File: src/rtl/systolic_skew_feeder.sv
// systolic_skew_feeder
//   Buffers one tile of row vectors (LANES words per row, up to DEPTH rows)
//   and replays it onto the systolic array edge with diagonal skew: lane i
//   runs i cycles behind lane 0. Idle, hold and out-of-range beats drive
//   zeros, so a PE fed by them leaves its accumulator unchanged.
//
// Ports
//   clk        rising-edge clock
//   reset      synchronous, active-high reset (abandons any tile in flight)
//   s_valid    upstream row vector valid
//   s_ready    feeder can accept a row (IDLE/LOAD only)
//   s_data     row vector, lane i at [i*WIDTH +: WIDTH]
//   s_last     final row of the tile
//   hold       stall request, freezes the feed sequence while in FEED
//   out_data   skewed lane words to the array edge, packed like s_data
//   out_valid  out_data is a live sequence beat
//   out_first  first live beat of a tile
//   done       one-cycle pulse after the final beat of a tile
module systolic_skew_feeder #(
   parameter int WIDTH = 16,
   parameter int LANES = 4,
   parameter int DEPTH = 8
) (
   input  logic                   clk,
   input  logic                   reset,
   input  logic                   s_valid,
   output logic                   s_ready,
   input  logic [LANES*WIDTH-1:0] s_data,
   input  logic                   s_last,
   input  logic                   hold,
   output logic [LANES*WIDTH-1:0] out_data,
   output logic                   out_valid,
   output logic                   out_first,
   output logic                   done
);

   localparam int CW = $clog2(DEPTH + LANES);

   typedef enum logic [1:0] {
      IDLE,
      LOAD,
      FEED,
      DONE
   } state_t;

   state_t                 state_reg;
   logic [CW-1:0]          l_reg;
   logic [CW-1:0]          t_reg;
   logic                   s_ready_reg;
   logic [LANES*WIDTH-1:0] out_data_reg;
   logic                   out_valid_reg;
   logic                   out_first_reg;
   logic                   done_reg;

   // Every lane reads a different row in the same cycle, so the tile lives
   // in a plain register array rather than a single-port RAM.
   logic [LANES*WIDTH-1:0] buf_mem [DEPTH];
   logic [LANES*WIDTH-1:0] skew_next;

   logic accept;
   logic load_end;
   logic last_beat;

   assign accept    = s_valid && s_ready_reg;
   // A full buffer ends the tile even without s_last.
   assign load_end  = s_last || (l_reg + CW'(1) == CW'(DEPTH));
   assign last_beat = (t_reg == l_reg + CW'(LANES - 2));

   always_ff @(posedge clk) begin
      for (int r = 0; r < DEPTH; r++) begin
         if (accept && l_reg == CW'(r)) begin
            buf_mem[r] <= s_data;
         end
      end
   end

   // Lane gi shows row t-gi when 0 <= t-gi < L. Matching t against r+gi
   // avoids an unsigned subtraction that could wrap.
   generate
      for (genvar gi = 0; gi < LANES; gi++) begin : g_lane
         logic [WIDTH-1:0] lane_word;

         always_comb begin
            lane_word = '0;
            for (int r = 0; r < DEPTH; r++) begin
               if (l_reg > CW'(r) && t_reg == CW'(r + gi)) begin
                  lane_word = buf_mem[r][gi*WIDTH +: WIDTH];
               end
            end
         end

         assign skew_next[gi*WIDTH +: WIDTH] = lane_word;
      end
   endgenerate

   always_ff @(posedge clk) begin
      if (reset) begin
         state_reg     <= IDLE;
         l_reg         <= '0;
         t_reg         <= '0;
         s_ready_reg   <= 1'b0;
         out_data_reg  <= '0;
         out_valid_reg <= 1'b0;
         out_first_reg <= 1'b0;
         done_reg      <= 1'b0;
      end else begin
         done_reg <= 1'b0;
         case (state_reg)
            IDLE, LOAD: begin
               out_data_reg  <= '0;
               out_valid_reg <= 1'b0;
               out_first_reg <= 1'b0;
               s_ready_reg   <= 1'b1;
               if (accept) begin
                  l_reg <= l_reg + CW'(1);
                  if (load_end) begin
                     state_reg   <= FEED;
                     s_ready_reg <= 1'b0;
                  end else begin
                     state_reg <= LOAD;
                  end
               end
            end

            FEED: begin
               s_ready_reg <= 1'b0;
               if (hold) begin
                  out_data_reg  <= '0;
                  out_valid_reg <= 1'b0;
                  out_first_reg <= 1'b0;
               end else begin
                  out_data_reg  <= skew_next;
                  out_valid_reg <= 1'b1;
                  out_first_reg <= (t_reg == '0);
                  t_reg         <= t_reg + CW'(1);
                  if (last_beat) begin
                     state_reg <= DONE;
                  end
               end
            end

            DONE: begin
               done_reg      <= 1'b1;
               out_data_reg  <= '0;
               out_valid_reg <= 1'b0;
               out_first_reg <= 1'b0;
               l_reg         <= '0;
               t_reg         <= '0;
               s_ready_reg   <= 1'b1;
               state_reg     <= IDLE;
            end

            default: begin
               state_reg <= IDLE;
            end
         endcase
      end
   end

   assign s_ready   = s_ready_reg;
   assign out_data  = out_data_reg;
   assign out_valid = out_valid_reg;
   assign out_first = out_first_reg;
   assign done      = done_reg;

endmodule

File: config.mk
export PLATFORM = sky130hd
export DESIGN_NAME = systolic_skew_feeder
export DESIGN_NICKNAME = d
export VERILOG_FILES = /design/src/rtl/systolic_skew_feeder.sv
export SDC_FILE = /design/constraint.sdc
export NUM_CORES = 1
export LEC_CHECK = 0
export BUFFER_PORTS_ARGS = -buffer_cell sky130_fd_sc_hd__buf_2
export CAP_MARGIN = 25
export CORE_MARGIN = 2
export CORE_UTILIZATION = 50
export DETAILED_ROUTE_END_ITERATION = 10
export PLACE_DENSITY_LB_ADDON = 0.05
export SLEW_MARGIN = 15
export SYNTH_ARGS = -nofsm -noshare
export SYNTH_HDL_FRONTEND = slang
export SYNTH_SLANG_ARGS = --single-unit
File: constraint.sdc
create_clock -name clk -period 16.5 [get_ports clk]
set_input_delay 0.825 -clock clk [delete_from_list [all_inputs] [get_ports clk]]
set_output_delay 0.825 -clock clk [all_outputs]
set_load 0.005 [all_outputs]
Yosys cells after proc, flatten, opt, wreduce, memory -nomap -nowiden
Memory sizes are Yosys's and may differ from the RTL's.
Index checks and enable logic that the tools add are counted.
Widths: inputs -> output; s select.
Storage, ports and cells
  flip-flop bits (word level): 78
  ROM bits: 0
  memories kept: 1
  logic and storage cells: 192
  bits in writable memories: 512
  input port bits: 69
  bits in latches: 0
Cells by class
  $add $sub $neg: 3
  equal/unequal tests: 25
  mux-type cells: 88
  magnitude comparators: 8
  bitwise logic cells: 0
  shift operators: 0
  reduce and logical (&&, ||, !) cells: 59
  multipliers: 0
  divide/modulo/power cells: 0
Memories
  buf_mem: words 8, width 64, read ports 8, clocked after memory_dff 0, wr ports 1, line 57  | logic [LANES*WIDTH-1:0] buf_mem [DEPTH];
Operators with widths (number)
  $mux 16: 32
  $mux 64: 8
  $reduce_or 64->1: 7
  $pmux 64 s2: 1
  $logic_and 1x1->1: 41
  $eq 4x3->1 const B: 8
  $mux 1: 28
  $mux 3: 7
  $eq 4x2->1 const B: 4
  $eq 4x4->1 const B: 4
  $gt 4x3->1 const B: 4
  $pmux 4 s2: 2
  $add 4x1->4 const B: 2
  $eq 4x1->1 const B: 2
  $gt 4x1->1 const B: 2
  $gt 4x2->1 const B: 2
  $logic_not 4->1: 2
  $mux 2: 4
  $mux 4: 2
  $ne 2x2->1 const B: 3
  $pmux 2 s3: 1
  $add 4x2->4 const B: 1
  $eq 2x2->1 const B: 2
  $eq 4x4->1: 1
  other kinds (10): 13

Depth between registers and ports, before layout
Gate-level depths: netlist (run 1).
  depth after elaboration: 12
  depth in mapped cells: 11
  mapped depth without buffers: 8

Worst setup path after synthesis (run 1)
Ideal clock, no wire load.
  path type: input-to-reg
  start point: input s_valid
  end point: memory buf_mem[1][128] (netlist name) (enable)
  slack: 10.594 ns
  arrival time: 5.341 ns
  cell stages on the path: 2
  setup time: 0.565 ns
  required time: 15.935 ns
  cell sequence: nand2_1 -> nor3_1
Between the ends
  longest elaborated chain between the ends: 12
  elaborated cells on any way between the ends: 46
  those cells by class: mux (30); reduce/logical (16)
RTL lines
  start: declaration: line 26  | input logic s_valid,
  $logic_and 1x1->1 (*): line 64  | assign accept = s_valid && s_ready_reg;
  $logic_and 1x1->1: line 71  | if (accept && l_reg == CW'(r)) begin
  $mux 1: line 71
  $mux 1 (not written as such): line 72  | buf_mem[r] <= s_data;
  $reduce_or 64->1 (no source line)
  $mux 3 (no source line) / $mux 1 (equally long branches) (7 in a row)
  end: declaration: line 57
Mark *: on every way between the ends. The rest lies on a longest branch, timed or not.

Worst setup path in the final report (run 1)
  start point: register t_reg[2]
  end point: register out_data_reg[24] (netlist: out_data[24])
Between the ends
  longest elaborated chain between the ends: 12
  elaborated cells on any way between the ends: 26
  those cells by class: eq/ne (8); mux (10); reduce/logical (8)
RTL lines
  start: declaration: line 48  | logic [CW-1:0] t_reg;
  start signal: assignment: line 135  | t_reg <= t_reg + CW'(1);
  $eq 4x1->1: line 86  | if (l_reg > CW'(r) && t_reg == CW'(r + gi)) begin
  $logic_and 1x1->1: line 86
  $mux 16 (7 in a row): line 86
  $mux 16 (*): line 86
  $mux 64 (*): line 127  | if (hold) begin
  $pmux 64 s2 (*): line 108  | case (state_reg)
  end signal: assignment: line 132  | out_data_reg <= skew_next;
  end: declaration: line 50  | logic [LANES*WIDTH-1:0] out_data_reg;
Marked as above.
A chain may end at the register's enable or synchronous reset.

==> results of run 1 <==
## cells in the final DEF (no fill, tap or decap), types with 5 or more instances in the layout
cell	instances
a21oi_1	98
clkbuf_1	20
buf_4	31
a221o_1	17
buf_2	137
o22ai_1	26
a221oi_1	35
or4_1	10
edfxtp_1	512
o221ai_1	21
a211oi_1	8
clkinv_1	10
clkinv_2	11
o211ai_1	19
o21ai_0	82
clkbuf_16	59
and2_1	7
a222oi_1	11
nand2_1	67
a21o_1	9
o22a_1	15
a22oi_1	35
and3b_1	6
o211a_1	5
inv_1	9
mux2i_1	5
nor2_1	102
a31oi_1	30
nand4_1	7
nand3_1	20
and3_1	6
nor3_1	17
dfxtp_1	78
ha_1	14
## worst reg2reg max path, delay by kind of cell (launching register included)
kind,cells,cell delay (ps)
and+or+nand+nor,4,2360
DFF,1,760
AOI/OAI and AO/OA,2,260
## area by class of cell
class	instances	share of cell area (%)
Sequential cell	590	67.0
Clock inverter	26	0.703
Inverter	9	0.134
Tap cell	585	2.90
Multi-Input combinational cell	755	18.9
Antenna cell	2	0.0198
Timing Repair Buffer	172	3.91
Clock buffer	83	6.36
## layer usage
layer | global-route usage, % | wire length [µm]
met5 | 0 | 25
met4 | 6.46 | 1080
met3 | 3.60 | 3390
met2 | 39.4 | 26500
met1 | 34.5 | 24400
## kinds of logic after synthesis
kind of cell,count (synthesis)
DFF,590
AOI/OAI and AO/OA,450
and+or+nand+nor,281
buffers and inverters,84
adders and majority gates,14
xor gates and xnor gates,5
muxes,5
## power by group
group          internal (mW)  switching (mW)  leakage (nW)
logic                 0.0330          0.0791          2.21
clock network          0.706           0.536         0.876
registers               1.65          0.0107          5.25
## per-stage QoR
step	utilization [%]	setup slack [ps]	area [µm²]	total power [mW]
floorplan	-	10590	22100	1.75
global placement	54.1	13230	23400	1.80
detailed placement	54.2	13130	23500	1.80
CTS	58.3	13100	25200	3.03
global route	58.4	12840	25300	3.11
finish	58.4	13030	25300	3.01
## final timing paths
| check | startpoint | end | slack (ps) | depth (start not counted) |
|---|---|---|---|---|
| min | s_data[45] | buf_mem[1][45]$_DFFE_PP_ | 480 | 1 |
| min reg2reg | buf_mem[1][205]$_DFFE_PP_ | out_data[13]$_SDFF_PP0_ | 510 | 1 |
| max | t_reg[2]$_SDFFE_PP0P_ | out_data[24]$_SDFF_PP0_ | 13030 | 6 |
| max reg2reg | t_reg[2]$_SDFFE_PP0P_ | out_data[24]$_SDFF_PP0_ | 13030 | 6 |
==> reports/summary.json, run 1 <==
{
  "sta": {
    "setup_violations": 0,
    "whs_ps": 481,
    "hold_viol_final": 0,
    "timing_max_transition_violations_final": 0,
    "max-slew-margin-rel_pct": 24.4,
    "worst_clock_skew_ps": 23.2,
    "setup_total_negative_slack_ps": 0,
    "final_period_minus_worst_setup_slack_ps": 3470,
    "grt_setup_unrepaired": "false",
    "max_freq_mhz": 288,
    "finalCritPeriodShare_pct": 21.0,
    "worst_slew_pin_tran_ps": 1130
  },
  "synth": {
    "simple_gate_share_of_the_synthesized_area_pct": 6.26,
    "netlist_top_cells_count": "edfxtp_1 (512), nor2_1 (103), a21oi_1 (99)",
    "netlist_top_cells_area": "edfxtp_1 (70%), dfxtp_1 (7.1%), a21oi_1 (2.2%)",
    "synth.largest_area_cell": "edfxtp_1",
    "flip_flop_and_latch_count_after_synthesis": 590,
    "fraction_of_the_mapped_netlist_area_in_adder_cells_pct": 0.794,
    "synth.avg_cell_area_um2": 15.4,
    "dominantRegCellSynth": "edfxtp_1",
    "mappedNetlistArea_um2": 22100,
    "dominant_combinational_cell_family_by_area_after_synthesis": "compound AO/OA/AOI/OAI gates",
    "synth_edf_count": 512,
    "synth_mux_area_share_pct": 0.227,
    "synthMostInstantiatedCell": "edfxtp_1",
    "yosys.cell_types.count": 72,
    "async_reset_ff_share_pct": 0,
    "ys.warnings.count": 0,
    "synth-compound-area-share_pct": 14.0,
    "synth_xor_area_share_pct": 0.199,
    "syn_nets": 1512,
    "synth-seq-area-share_pct": 76.8,
    "netlist.area_leader.share_pct": 69.7,
    "synthesis.instances": 1429
  },
  "floorplanning": {
    "placement_row_count": 76,
    "core_area_um2": 43300,
    "die_area_um2": 45800,
    "die_y_um": 214,
    "boundaryPins": 137,
    "die_width_um": 214,
    "initial_core_util_pct": 51.0
  },
  "layout": {
    "largest_register_ff_count": 512,
    "multiInputGateArea_um2": 4790,
    "fraction_of_final_layout_cells_with_drive_strength_greater_than_1_pct": 17.3,
    "fillers": 3432,
    "flow.area_growth_from_synthesis_pct": 14.6,
    "regArea_um2": 16900,
    "layout.nets": 1669,
    "finish.cell_count_without_fillers": 2222
  },
  "cts": {
    "clkSinkCount": 590,
    "cts_repair_resize_count": 0,
    "clkLatencyLatePin_ps": 610,
    "postCtsSetupBuffers": 0,
    "cts.hold.buffers_added": 0,
    "cts-buffers-inserted": 58,
    "htreeDepth": 2,
    "worst_setup_hold_path_clk_slew_ps": 60,
    "clock_tree_from_tritoncts": "done",
    "cts_max_path_buffers": 3,
    "ctsRootBufferMaster": "clkbuf_16"
  },
  "placed_design": {
    "placedCellCount": 2109,
    "routability_driven_placement_congestion_ratio": 0.828,
    "dpl.hpwl_mm": 30.9,
    "io_buffers": 136
  },
  "critical_path": {
    "worst-endpoint-required_ps": 17020,
    "cp_slowest_stage_delay_ps": 760,
    "critPathLaunchType": "flop",
    "worstPathCellList": "nor2b_1 -> nand3_1 -> nand2_1 -> a221oi_1 -> or4_1 -> a31oi_1",
    "cp.arrival_ps": 3990,
    "crit_path_max_fanout": 19,
    "crit_slowest_cell": "dfxtp_1",
    "worst_path_dominant_cell_family": "simple AND/OR/NAND/NOR gates",
    "critical_path_class": "flop to flop",
    "critPathCaptureType": "flop",
    "cp_num_buf_inv": 0
  },
  "power_and_ir_drop": {
    "leakage_nw": 8.34,
    "vdd.ir_drop.worst_v": 0.0000882,
    "power_density_nw_per_um2": 119
  },
  "detailed_routing": {
    "viasPerCell": 5.99,
    "initialDrtViolationCount": 1297,
    "detailedRoute.firstPassIterationCount": 7,
    "route.detailed.wl_per_inst_um": 24.9,
    "vias": 13300,
    "drc_errors": 0,
    "route.final.wire_length_mm": 55.4,
    "ant_nets": 0
  },
  "job": {
    "maxCapViolCount": 0
  },
  "global_route": {
    "grt_overflow": 0,
    "antenna_found_initial": 4,
    "grt_pass1_vias": 13300,
    "grtUsageTotal_pct": 24.2,
    "maximum_number_of_pins_on_one_net_before_global_route_repair": 49,
    "grt_first_pass_wirelength_mm": 83.6
  },
  "outcome": {
    "outcome": "finished, final reports clean"
  },
  "hold_path": {
    "min-delay-path-class": "primary input to flop"
  }
}
No activity file was read; power rests on OpenSTA's default activity.
==> run 2, diff against run 1 <==
- ABC_AREA: default -> 1
- clock period: 16.5 -> 3.4 ns (I/O delays scaled with it)
==> reports/summary.json, run 2 <==
{
  "floorplanning": {
    "placement_row_count": {"value": 78, "change": "+2.6%"},
    "die_y": {"value": 219, "unit": "µm", "change": "+2.4%"},
    "initial_core_util": {"value": 50.9, "unit": "%", "change": "-0.12 points"},
    "boundaryPins": {"value": 137, "change": "unchanged"},
    "die_width": {"value": 219, "unit": "µm", "change": "+2.4%"},
    "die_area": {"value": 48000, "unit": "µm²", "change": "+4.8%"},
    "core_area": {"value": 45500, "unit": "µm²", "change": "+5.1%"}
  },
  "power_and_ir_drop": {
    "vdd.ir_drop.worst": {"value": 0.000401, "unit": "V", "change": "+360%"},
    "power_density": {"value": 625, "unit": "nW/µm²", "change": "+420%"},
    "leakage": {"value": 10.3, "unit": "nW", "change": "+24%"}
  },
  "synth": {
    "dominantRegCellSynth": "edfxtp_1",
    "synth.avg_cell_area": {"value": 12.0, "unit": "µm²", "change": "-22%"},
    "netlist.area_leader.share": {"value": 66.5, "unit": "%", "change": "-3.2 points"},
    "synthMostInstantiatedCell": "edfxtp_1",
    "ys.warnings.count": {"value": 0, "change": "unchanged"},
    "mappedNetlistArea": {"value": 23100, "unit": "µm²", "change": "+4.9%"},
    "netlist_top_cells_area": "edfxtp_1 (66%), nand2_1 (7.7%), dfxtp_1 (6.8%)",
    "netlist_top_cells_count": "edfxtp_1 (512), nand2_1 (476), nand3_1 (145)",
    "synth-seq-area-share": {"value": 73.2, "unit": "%", "change": "-3.6 points"},
    "synth_edf_count": {"value": 512, "change": "unchanged"},
    "yosys.cell_types.count": {"value": 37, "change": "-49%"},
    "syn_nets": {"value": 2004, "change": "+33%"},
    "synth.largest_area_cell": "edfxtp_1",
    "async_reset_ff_share": {"value": 0, "unit": "%", "change": "unchanged"},
    "synthesis.instances": {"value": 1921, "change": "+34%"},
    "flip_flop_and_latch_count_after_synthesis": {"value": 590, "change": "unchanged"}
  },
  "layout": {
    "flow.area_growth_from_synthesis_pct": 18.1,
    "fraction_of_final_layout_cells_with_drive_strength_greater_than_1": {"value": 16.3, "unit": "%", "change": "-0.96 points"},
    "regArea": {"value": 16900, "unit": "µm²", "change": "unchanged"},
    "final_cell_mix": "edfxtp_1 (512), nand2_1 (475), nand3_1 (145), buf_2 (136), inv_1 (131)",
    "num_antenna_cells": {"value": 0, "change": "-2"},
    "design_area": {"value": 27300, "unit": "µm²", "change": "+8.2%"},
    "largest_register_ff_count": {"value": 512, "change": "unchanged"},
    "multiInputGateArea": {"value": 5350, "unit": "µm²", "change": "+12%"},
    "fillers": {"value": 3708, "change": "+8.0%"},
    "layout.nets": {"value": 2234, "change": "+34%"},
    "most_common_cell_after_layout_fill_and_taps_aside": "edfxtp_1"
  },
  "cts": {
    "htreeDepth": {"value": 2, "change": "unchanged"},
    "worst_setup_hold_path_clk_slew": {"value": 60, "unit": "ps", "change": "about the same"},
    "cts_max_path_buffers": {"value": 3, "change": "unchanged"},
    "cts-buffers-inserted": {"value": 60, "change": "+3.4%"},
    "clkSinkCount": {"value": 590, "change": "unchanged"},
    "ctsRootBufferMaster": "clkbuf_16",
    "postCtsSetupBuffers": {"value": 0, "change": "unchanged"},
    "cts_repair_resize_count": {"value": 0, "change": "unchanged"},
    "clkLatencyLatePin": {"value": 620, "unit": "ps", "change": "about the same"},
    "cts.hold.buffers_added": {"value": 67, "change": "+67"},
    "clock_tree_from_tritoncts": "done"
  },
  "outcome": {
    "outcome": "finished, final reports clean"
  },
  "detailed_routing": {
    "vias": {"value": 14900, "change": "+12%"},
    "detailedRoute.firstPassIterationCount": {"value": 5, "change": "-2"},
    "route.final.wire_length": {"value": 54.2, "unit": "mm", "change": "-2.1%"},
    "route.detailed.wl_per_inst": {"value": 19.3, "unit": "µm", "change": "-22%"},
    "drc_errors": {"value": 0, "change": "unchanged"},
    "ant_nets": {"value": 0, "change": "unchanged"},
    "viasPerCell": {"value": 5.30, "change": "-11%"},
    "initialDrtViolationCount": {"value": 1102, "change": "-15%"}
  },
  "critical_path": {
    "cp.arrival": {"value": 3250, "unit": "ps", "change": "-740 ps"},
    "crit_slowest_cell": "nand2_1",
    "critPathCaptureType": "flop",
    "worst-endpoint-required": {"value": 3950, "unit": "ps", "change": "-13,070 ps"},
    "worst-r2r-setup-slack": {"value": 700, "unit": "ps", "change": "-12,330 ps"},
    "cp_slowest_stage_delay": {"value": 480, "unit": "ps", "change": "-280 ps"},
    "crit_path_max_fanout": {"value": 15, "change": "-4"},
    "worstPathCellList": "inv_1 -> ha_1 -> o31ai_2 -> nand2_1 -> inv_1 -> nand2_1 -> nand2_1 -> inv_1 -> nand2_1 -> nand2_1 -> a21oi_1",
    "cpMostUsedCell": "nand2_1",
    "critPathLaunchType": "flop",
    "critical_path_class": "flop to flop"
  },
  "sta": {
    "worst_clock_skew": {"value": 19.1, "unit": "ps", "change": "-4.09 ps"},
    "setup_total_negative_slack": {"value": 0, "unit": "ps", "change": "unchanged"},
    "hold_viol_final": {"value": 0, "change": "unchanged"},
    "grt_setup_unrepaired": "false",
    "timing_max_transition_violations_final": {"value": 0, "change": "unchanged"},
    "max_freq": {"value": 370, "unit": "MHz", "change": "+28%"},
    "finalCritPeriodShare": {"value": 79.4, "unit": "%", "change": "+58 points"},
    "setup_violations": {"value": 0, "change": "unchanged"},
    "final_period_minus_worst_setup_slack": {"value": 2700, "unit": "ps", "change": "-770 ps"},
    "max-slew-margin-rel": {"value": 36.5, "unit": "%", "change": "+12 points"},
    "worst_slew_pin_tran": {"value": 951, "unit": "ps", "change": "-183 ps"}
  },
  "placed_design": {
    "io_buffers": {"value": 136, "change": "unchanged"},
    "routability_driven_placement_congestion_ratio": {"value": 0.826, "change": "-0.28%"},
    "dpl.hpwl": {"value": 30.5, "unit": "mm", "change": "-1.3%"},
    "place_area": {"value": 24600, "unit": "µm²", "change": "+4.9%"}
  },
  "global_route": {
    "grt_overflow": {"value": 0, "change": "unchanged"},
    "maximum_number_of_pins_on_one_net_before_global_route_repair": {"value": 65, "change": "+33%"},
    "grt_pass1_vias": {"value": 14700, "change": "+11%"},
    "grtUsageTotal": {"value": 23.1, "unit": "%", "change": "-1.1 points"},
    "grt_first_pass_wirelength": {"value": 84.0, "unit": "mm", "change": "+0.42%"},
    "antenna_found_initial": {"value": 0, "change": "-4"}
  },
  "hold_path": {
    "min-delay-path-class": "primary input to flop"
  },
  "job": {
    "maxCapViolCount": {"value": 0, "change": "unchanged"}
  }
}
run 2: changes by cell type after synthesis, moves of 17 or more:
cell,previous run,this run
a221oi_1,35,1
nor2_1,103,78
inv_1,9,131
nand4_1,7,29
o221ai_1,21,0
or2_2,2,36
nand2_1,67,476
a21oi_1,99,123
a22oi_1,35,0
a221o_1,17,0
a31oi_1,30,1
o21ai_0,83,117
nand3_1,20,145
o22ai_1,26,4
run 2: report_power, final:
part           internal (mW)  switching, mW
logic                  0.621           1.47
clock network           4.05           2.71
registers               8.14         0.0999
run 2: cell families after synthesis:
logic type	count (synthesis)	synth area share (%)
AND/OR/NAND/NOR	804	15.2
flip-flops	590	73.2
AO/OA/AOI/OAI	288	6.64
buffers and inverters	221	4.01
adder cells (fa/ha/maj)	14	0.757
XOR/XNOR	4	0.151
run 2: worst paths after layout:
kind	from	endpoint	cells after the start
worst max-delay path	l_reg[1]$_SDFFE_PP0P_	out_data[17]$_SDFF_PP0_	11
worst min-delay path	s_data[2]	buf_mem[0][130]$_DFFE_PP_	2
worst max register to register	l_reg[1]$_SDFFE_PP0P_	out_data[17]$_SDFF_PP0_	11
worst min register to register	buf_mem[1][228]$_DFFE_PP_	out_data[36]$_SDFF_PP0_	2
run 2: routing by layer:
layer | vias to the layer above | part of all wire [%] | track usage, %
li1 | 7150 | - | -
met1 | 7189 | 45 | 32.4
met2 | 424 | 47 | 37.5
met3 | 92 | 6.0 | 3.17
met4 | 0 | 2.5 | 7.36
met5 | - | 0 | 0
run 2: cell type report:
cell class | count | area share (%)
tap | 600 | 2.75
clock buffer | 83 | 6.29
clock inverter | 30 | 1.21
inverter | 144 | 1.99
multi-input combinational | 1110 | 19.6
sequential | 590 | 62.0
timing repair buffer | 245 | 6.19
run 2: worst max-delay path, delay by kind of cell, from the launching register on:
kind,cells,cell delay (ps)
DFF,1,430
AOI/OAI and AO/OA,2,530
and+or+nand+nor,5,740
buffers and inverters,3,640
adders and majority gates,1,270
run 2: per-stage QoR:
| stage | cells | utilization (%) | power, mW | hold slack [ps] | setup slack (ps) |
|---|---|---|---|---|---|
| floorplan | 1921 | - | 9.71 | 239 | -422 |
| CTS | 2802 | 60.1 | 17.2 | 332 | 701 |
| detailed placement | 2622 | 54.1 | 10.4 | 454 | 727 |
| global placement | 2622 | 54.1 | 10.4 | 450 | 739 |
| finish | 2802 | 60.1 | 17.1 | 360 | 699 |
| global route | 2802 | 60.1 | 17.7 | 369 | 418 |
==> run 3, diff against run 2 <==
- ABC_AREA: 1 -> 0
- clock period: 3.4 -> 2.23 ns (I/O delays scaled with it)
==> reports/summary.json, run 3 (same netlist as run 1, synthesis figures left out) <==
{
  "outcome": {
    "outcome": "complete, but fails checks",
    "violations": "setup timing"
  },
  "sta": {
    "worst_slew_pin_tran": {"value": 646, "unit": "ps", "change": "-304 ps"},
    "max-slew-margin-rel": {"value": 56.9, "unit": "%", "change": "+20 points"},
    "post-route-worst-setup-slack": {"value": -46.9, "unit": "ps", "change": "-746 ps"},
    "timing_max_transition_violations_final": {"value": 0, "change": "unchanged"},
    "finalCritPeriodShare": {"value": 102, "unit": "%", "change": "+23 points"},
    "final_period_minus_worst_setup_slack": {"value": 2280, "unit": "ps", "change": "-424 ps"},
    "worst_clock_skew": {"value": 22.1, "unit": "ps", "change": "+3.07 ps"},
    "max_freq": {"value": 439, "unit": "MHz", "change": "+19%"},
    "grt_setup_unrepaired": "true",
    "whs": {"value": 119, "unit": "ps", "change": "-241 ps"},
    "hold_viol_final": {"value": 0, "change": "unchanged"},
    "setup_violations": {"value": 9, "change": "+9"}
  },
  "power_and_ir_drop": {
    "power_density": {"value": 812, "unit": "nW/µm²", "change": "+30%"},
    "vdd.ir_drop.worst": {"value": 0.000538, "unit": "V", "change": "+34%"},
    "leakage": {"value": 9.66, "unit": "nW", "change": "-6.6%"}
  },
  "cts": {
    "cts_max_path_buffers": {"value": 3, "change": "unchanged"},
    "worst_setup_hold_path_clk_slew": {"value": 60, "unit": "ps", "change": "about the same"},
    "cts-buffers-inserted": {"value": 57, "change": "-5.0%"},
    "ctsRootBufferMaster": "clkbuf_16",
    "htreeDepth": {"value": 2, "change": "unchanged"},
    "clkSinkCount": {"value": 590, "change": "unchanged"},
    "clock_tree_from_tritoncts": "done",
    "clkLatencyLatePin": {"value": 620, "unit": "ps", "change": "about the same"}
  },
  "critical_path": {
    "worst-endpoint-required": {"value": 2710, "unit": "ps", "change": "-1240 ps"},
    "worstPathCellList": "ha_2 -> or3b_4 -> o211a_1 -> buf_12 -> buf_12 -> a222oi_1 -> nor2_1 -> o221ai_1 -> a21oi_1",
    "cp_num_buf_inv": {"value": 2, "change": "-1"},
    "crit_slowest_cell": "or3b_4",
    "critical_path_class": "flop to flop",
    "cp.arrival": {"value": 2760, "unit": "ps", "change": "-490 ps"},
    "critPathCaptureType": "flop",
    "critPathLaunchType": "flop",
    "crit_path_max_fanout": {"value": 7, "change": "-8"},
    "cp_slowest_stage_delay": {"value": 430, "unit": "ps", "change": "-50 ps"},
    "cpMostUsedCell": "buf_12",
    "worst_path_dominant_cell_family": "compound AO/OA/AOI/OAI gates"
  },
  "layout": {
    "regArea": {"value": 17000, "unit": "µm²", "change": "about the same"},
    "final_cell_mix": "edfxtp_1 (512), buf_2 (137), buf_4 (133), nor2_1 (98), a21oi_1 (89)",
    "fraction_of_final_layout_cells_with_drive_strength_greater_than_1": {"value": 28.1, "unit": "%", "change": "+12 points"},
    "num_antenna_cells": {"value": 0, "change": "unchanged"},
    "design_area": {"value": 28200, "unit": "µm²", "change": "+3.3%"},
    "fillers": {"value": 3140, "change": "-15%"},
    "layout.nets": {"value": 1896, "change": "-15%"},
    "multiInputGateArea": {"value": 5260, "unit": "µm²", "change": "-1.8%"},
    "flow.area_growth_from_synthesis_pct": 28.0,
    "most_common_cell_after_layout_fill_and_taps_aside": "edfxtp_1",
    "largest_register_ff_count": {"value": 512, "change": "unchanged"}
  },
  "placed_design": {
    "io_buffers": {"value": 136, "change": "unchanged"},
    "place_area": {"value": 25000, "unit": "µm²", "change": "+1.4%"},
    "pre_cts_ws": {"value": -186, "unit": "ps", "change": "-912 ps"},
    "dpl.hpwl": {"value": 34.8, "unit": "mm", "change": "+14%"},
    "routability_driven_placement_congestion_ratio": {"value": 0.870, "change": "+5.3%"}
  },
  "floorplanning": {
    "boundaryPins": {"value": 137, "change": "unchanged"},
    "die_y": {"value": 214, "unit": "µm", "change": "-2.3%"},
    "placement_row_count": {"value": 76, "change": "-2.6%"},
    "die_area": {"value": 45800, "unit": "µm²", "change": "-4.6%"},
    "die_width": {"value": 214, "unit": "µm", "change": "-2.3%"},
    "initial_core_util": {"value": 51.0, "unit": "%", "change": "+0.12 points"},
    "core_area": {"value": 43300, "unit": "µm²", "change": "-4.9%"}
  },
  "global_route": {
    "antenna_found_initial": {"value": 0, "change": "unchanged"},
    "grt_first_pass_wirelength": {"value": 85.2, "unit": "mm", "change": "+1.5%"},
    "grtUsageTotal": {"value": 24.3, "unit": "%", "change": "+1.3 points"},
    "maximum_number_of_pins_on_one_net_before_global_route_repair": {"value": 43, "change": "-34%"},
    "grt_pass1_vias": {"value": 14200, "change": "-3.9%"},
    "grt_overflow": {"value": 0, "change": "unchanged"}
  },
  "detailed_routing": {
    "highest_layer": "met4",
    "route.layer.met1.wl": {"value": 25.1, "unit": "mm", "change": "+4.2%"},
    "viasPerCell": {"value": 5.81, "change": "+9.5%"},
    "vias": {"value": 14200, "change": "-4.3%"},
    "ant_nets": {"value": 0, "change": "unchanged"},
    "drc_errors": {"value": 0, "change": "unchanged"},
    "initialDrtViolationCount": {"value": 1396, "change": "+27%"},
    "route.detailed.wl_per_inst": {"value": 23.2, "unit": "µm", "change": "+20%"},
    "met3_routed_wl": {"value": 3.11, "unit": "mm", "change": "-4.0%"},
    "wl_met2": {"value": 27.2, "unit": "mm", "change": "+6.8%"},
    "detailedRoute.firstPassIterationCount": {"value": 5, "change": "unchanged"},
    "route.final.wire_length": {"value": 56.7, "unit": "mm", "change": "+4.6%"}
  },
  "hold_path": {
    "min-delay-path-class": "primary input to flop"
  },
  "job": {
    "maxCapViolCount": {"value": 0, "change": "unchanged"}
  }
}
run 3: cell types whose count changed in the layout (fill, tap and decap cells not counted), moves of 35 or more:
cell     delta
nand2_1   -414
inv_1     -125
o21ai_0    -42
or2_2      -35
nand3_1   -125
buf_4      +93
run 3: stage by stage:
step | cells | total power [mW] | setup TNS (ps) | utilization (%)
floorplan | 1429 | 12.9 | -231380 | -
global placement | 2250 | 13.5 | -1290 | 57.7
detailed placement | 2251 | 13.5 | -2150 | 57.7
CTS | 2435 | 23.0 | -245 | 64.0
global route | 2447 | 23.6 | -1710 | 65.2
finish | 2447 | 22.9 | -243 | 65.2
run 3: area by class of cell:
| class | instances | area share, % |
|---|---|---|
| clock inverter | 23 | 0.771 |
| inverter | 9 | 0.137 |
| sequential | 590 | 60.1 |
| multi-input combinational | 755 | 18.6 |
| tap | 585 | 2.59 |
| timing repair buffer | 400 | 12.0 |
| clock buffer | 85 | 5.82 |
run 3: per-layer routing:
| metal | track usage, % | vias up |
|---|---|---|
| li1 | - | 6504 |
| met1 | 34.7 | 7177 |
| met2 | 39.5 | 446 |
| met3 | 3.87 | 83 |
| met4 | 6.01 | 0 |
| met5 | 0 | - |
run 3: timing repair:
action,4_1_cts,5_1_grt
setup buffers,9,13
setup endpoints to repair,71,98
endpoints found under the hold margin,524,0
pin swaps,32,45
gates resized for setup,41,91
hold buffers,67,0
run 3: path summary, 6_finish.rpt:
kind / end / startpoint / slack [ps] / cells after the start
max reg2reg: out_data[39]$_SDFF_PP0_ / t_reg[0]$_SDFFE_PP0P_ / -50 / 9
min: s_ready$_SDFF_PP0_ / s_valid / 120 / 3
max: out_data[39]$_SDFF_PP0_ / t_reg[0]$_SDFFE_PP0P_ / -50 / 9
min reg2reg: out_data[1]$_SDFF_PP0_ / buf_mem[1][193]$_DFFE_PP_ / 460 / 2
run 3: tightest hold or removal path: cells and delay by family:
kind,cells,cell delay [ps]
buf+inv,1,120
simple gates,1,330
compound gates,1,120
run 3: report_power, final:
group,leakage [nW],switching (mW),internal (mW)
logic,3.49,0.699,0.509
clock network,0.916,4.00,5.44
registers,5.25,0.0615,12.2
